--- src/rtl/p4_memwb_skid.sv ---
// p4_memwb_skid: MEM/WB stage with valid/ready handshake and a 2-entry skid buffer (registered in_ready).
// Optional P4_MEMWB_X0_SQUASH_EN: entries writing x0 are stored with INVALID_TYPE.
module p4_memwb_skid #(
    parameter int          DATA_W       = 32,
    parameter int          RD_W         = 5,
    parameter int          TYPE_W       = 3,
    parameter int unsigned INVALID_TYPE = 7
) (
    input  logic              clock,
    input  logic              reset,
    input  logic              in_valid,
    output logic              in_ready,
    input  logic [TYPE_W-1:0] in_type,
    input  logic [DATA_W-1:0] in_data,
    input  logic [RD_W-1:0]   in_rd,
    input  logic              flush,
    output logic              out_valid,
    input  logic              out_ready,
    output logic [TYPE_W-1:0] out_type,
    output logic [DATA_W-1:0] out_data,
    output logic [RD_W-1:0]   out_rd,
    output logic [1:0]        occupancy
);
    localparam logic [TYPE_W-1:0] INV_T = TYPE_W'(INVALID_TYPE);
    logic              h_valid = 1'b0;
    logic              s_valid = 1'b0;
    logic [TYPE_W-1:0] h_type, s_type, store_type;
    logic [DATA_W-1:0] h_data, s_data;
    logic [RD_W-1:0]   h_rd, s_rd;
    logic              accept, consume, h_free;
    assign accept  = in_valid & ~s_valid;
    assign consume = h_valid & out_ready;
    assign h_free  = ~h_valid | consume;
`ifdef P4_MEMWB_X0_SQUASH_EN
    assign store_type = (in_rd == '0) ? INV_T : in_type;
`else
    assign store_type = in_type;
`endif
    // S only fills while H is held, so in_ready is simply the registered S-empty bit
    always_ff @(posedge clock) begin
        if (reset) begin
            h_valid <= 1'b0;
            s_valid <= 1'b0;
            h_type  <= '0;
            h_data  <= '0;
            h_rd    <= '0;
            s_type  <= '0;
            s_data  <= '0;
            s_rd    <= '0;
        end else if (flush) begin
            h_valid <= 1'b0;
            s_valid <= 1'b0;
        end else if (h_free) begin
            if (s_valid) begin
                h_type  <= s_type;
                h_data  <= s_data;
                h_rd    <= s_rd;
                s_valid <= 1'b0;
            end else begin
                h_valid <= accept;
                if (accept) begin
                    h_type <= store_type;
                    h_data <= in_data;
                    h_rd   <= in_rd;
                end
            end
        end else if (accept) begin
            s_type  <= store_type;
            s_data  <= in_data;
            s_rd    <= in_rd;
            s_valid <= 1'b1;
        end
    end
    assign in_ready  = ~s_valid;
    assign out_valid = h_valid;
    assign out_type  = h_valid ? h_type : INV_T;
    assign out_data  = h_data;
    assign out_rd    = h_rd;
    assign occupancy = {1'b0, h_valid} + {1'b0, s_valid};
endmodule
--- config.mk ---
export PLATFORM = sky130hd
export DESIGN_NAME = p4_memwb_skid
export DESIGN_NICKNAME = d
export VERILOG_FILES = /design/src/rtl/p4_memwb_skid.sv
export SDC_FILE = /design/constraint.sdc
export NUM_CORES = 1
export LEC_CHECK = 0
export ABC_AREA = 1
export ABC_CLOCK_PERIOD_IN_PS = 1450
export CAP_MARGIN = 0
export CORE_UTILIZATION = 40
export DETAILED_ROUTE_END_ITERATION = 8
export HOLD_SLACK_MARGIN = 0.15
export PLACE_DENSITY = 0.66
export SLEW_MARGIN = 30
export SYNTH_ARGS = -nofsm -noshare
export SYNTH_HDL_FRONTEND = slang
export SYNTH_SLANG_ARGS = --single-unit
--- constraint.sdc ---
create_clock -name clock -period 1.45 [get_ports clock]
set_clock_uncertainty 0.1 [all_clocks]
set_input_delay 0.29 -clock clock [delete_from_list [all_inputs] [get_ports clock]]
set_output_delay 0.29 -clock clock [all_outputs]
set_load 0.01 [all_outputs]
==> results.json <==
{
  "htree_levels": 3,
  "vias_per_cell": 4.763,
  "drc": 0,
  "drtIter0Drc": 135,
  "fp.coreArea_mm2": 0.009371,
  "synth_nets": 671,
  "grt_busiest_layer": "met2",
  "worstPathArrival_ns": 1.14,
  "post-route-min-period_ns": 1.528,
  "worstReg2RegStart": "s_valid",
  "fill_cells": 914,
  "ioPinCount": 89,
  "clk_latency_ns": 0.35,
  "placedCellCount": 818,
  "die_w_um": 101.1,
  "outcome": "finished with violations",
  "mostFrequentLayoutCells": "nand2_1, nor2_1, inv_1",
  "ys_seq_elements": 82,
  "r2r_setup_slack_ns": -0.05,
  "first_global_vias": 3569,
  "reg2regPathDepth": 9,
  "hpwlAfterDp_mm": 6.143,
  "synth_area_per_cell_um2": 6.290,
  "worst_setup_path_end_kind": "primary output",
  "fmax_mhz": 654.4,
  "drive_above_1_share_pct": 19.06,
  "crit_type": "register to primary output",
  "syn_inst": 625,
  "path_clk_slew_ns": 0.08,
  "stdcell_count": 853,
  "initial_utilization_pct": 41.95,
  "place_area_mm2": 0.004980,
  "rsz0062_at_grt": "true",
  "area_growth_syn_to_layout_pct": 47.52,
  "place_congestion": 0.7445,
  "synth_area_mm2": 0.003931,
  "cp_max_fo": 2,
  "violations": "setup timing",
  "period_share_pct": 105.4,
  "grt-ovfl-total": 0,
  "n_antenna_cell": 0,
  "crit_end": "occupancy[0]",
  "vias": 4063,
  "multi_input_area_mm2": 0.002029,
  "hold_viol_final": 0,
  "firstDrtPassIters": 7,
  "use_met1_pct": 20.68,
  "synth_cell_types": 17,
  "p_leak_nw": 2.784,
  "grt_max_degree": 48,
  "fin_area_mm2": 0.005799,
  "port_buffers": 88,
  "r2r_end": "s_data[8]",
  "power_density_mw_per_mm2": 877.0,
  "ir_worst_vdd_v": 0.0005710,
  "grt_usage_pct": 19.00,
  "grtUsageMet3_pct": 4.417,
  "antenna_found_initial": 0,
  "std_cell_rows": 35,
  "cts_sinks": 82,
  "cts_root_buf": "clkbuf_8",
  "grt_first_pass_wirelength_mm": 15.53,
  "clk_path_buf_depth": 2,
  "slew_headroom_pct": 77.82,
  "seq_area_frac_synth_pct": 41.76,
  "setup_violations": 38,
  "cts_tree": "built",
  "ys.warnings.count": 0,
  "hold_class": "register to register",
  "dieArea_mm2": 0.01023,
  "met2_usage_pct": 36.16,
  "regArea_mm2": 0.001647,
  "numCtsBuffers": 9,
  "ant_nets": 0,
  "final_max_slew_viol_count": 0,
  "hold_depth": 2,
  "cp.required_ns": 1.06,
  "drv_cap": 0,
  "routed_wl_mm": 10.83,
  "worst_pin_slew_ns": 0.3327,
  "layout_commonest_cell": "nand2_1",
  "start_kind": "register",
  "crit_start": "s_valid",
  "wl_per_cell_um": 12.70,
  "die_height_um": 101.1,
  "final_nets": 765,
  "setup_ws_ns": -0.07815
}
==> layout make-up <==
class	instances	area share, %
inverters	86	5.653
multi-input cells	415	34.99
repair buffers	125	24.40
clock inverters	5	1.338
well taps	129	2.783
flip-flops and latches	82	28.39
clock buffers	11	2.438
==> registers in the layout, summed over array words and instances, names as in the netlist <==
register / flops
out_data: 32
s_type: 3
s_rd: 5
s_data: 32
h_type: 3
out_valid: 1
out_rd: 5
s_valid: 1
==> repair_timing <==
action,4_1_cts,5_1_grt
hold endpoints to repair,0,0
setup buffers,3,5
gates cloned,0,12
resized for setup,78,103
hold buffers,0,0
endpoints found under the setup margin,44,85
pin swaps,0,37
==> per-layer routing <==
metal	wire length [µm]	part of all wire, %
met5	0	0
met4	152	1.4
met3	529	4.9
met2	5699	53
met1	4447	41
==> Yosys cell counts <==
master,count,area [µm²]
nand4_1,40,250.2
clkbuf_1,9,33.78
nor2_4,2,22.52
inv_2,2,7.510
a21oi_1,1,5.000
nand2_2,1,6.260
dfxtp_1,82,1642
buf_1,8,30.03
nor3b_1,1,7.510
nand2_1,166,623.1
inv_1,84,315.3
nand3_2,1,10.01
ha_1,1,12.51
o21ai_0,41,205.2
nor2_1,161,604.3
buf_6,5,56.30
buf_2,20,100.1
==> where the power goes <==
| group | internal (mW) | switching, mW |
|---|---|---|
| sequential | 2.35 | 0.0484 |
| combinational | 0.416 | 0.455 |
| clock | 1.01 | 0.809 |
==> stage by stage <==
stage	hold slack (ns)	setup WS (ns)	setup TNS [ns]	total power, mW	utilization, %
3_3_place_gp	0.3637	-0.1760	-13.21	3.222	53.14
2_1_floorplan	0.3539	0.1840	0	2.840	-
3_5_place_dp	0.3735	-0.1972	-14.51	3.231	53.14
5_1_grt	0.4046	-0.1311	-4.673	5.318	61.88
6_report	0.3865	-0.07815	-0.7551	5.086	61.88
4_1_cts	0.3051	-0.1212	-4.183	4.987	55.19
==> worst min-delay path by stage <==
| stage | start | endpoint | slack [ns] |
|---|---|---|---|
| 2_1_floorplan | s_data[31] | s_data[31] | 0.35 |
| 3_3_place_gp | s_rd[2] | s_rd[2] | 0.36 |
| 3_5_place_dp | s_data[30] | s_data[30] | 0.37 |
| 4_1_cts | in_valid | out_valid | 0.31 |
| 5_1_grt | s_type[2] | s_type[2] | 0.40 |
| 6_report | s_data[3] | s_data[3] | 0.39 |
==> critical path, stage by stage (launching register included) <==
cell	delay [ns]
dfxtp_2	0.33
buf_6	0.12
ha_4	0.25
buf_6	0.09
==> cell families after synthesis <==
| kind of cell | share of synthesized area (%) |
|---|---|
| compound gates | 5.347 |
| fa+ha+maj | 0.3182 |
| buf+inv | 13.81 |
| flops | 41.76 |
| simple gates | 38.77 |
(Power assumes the default switching activity.)
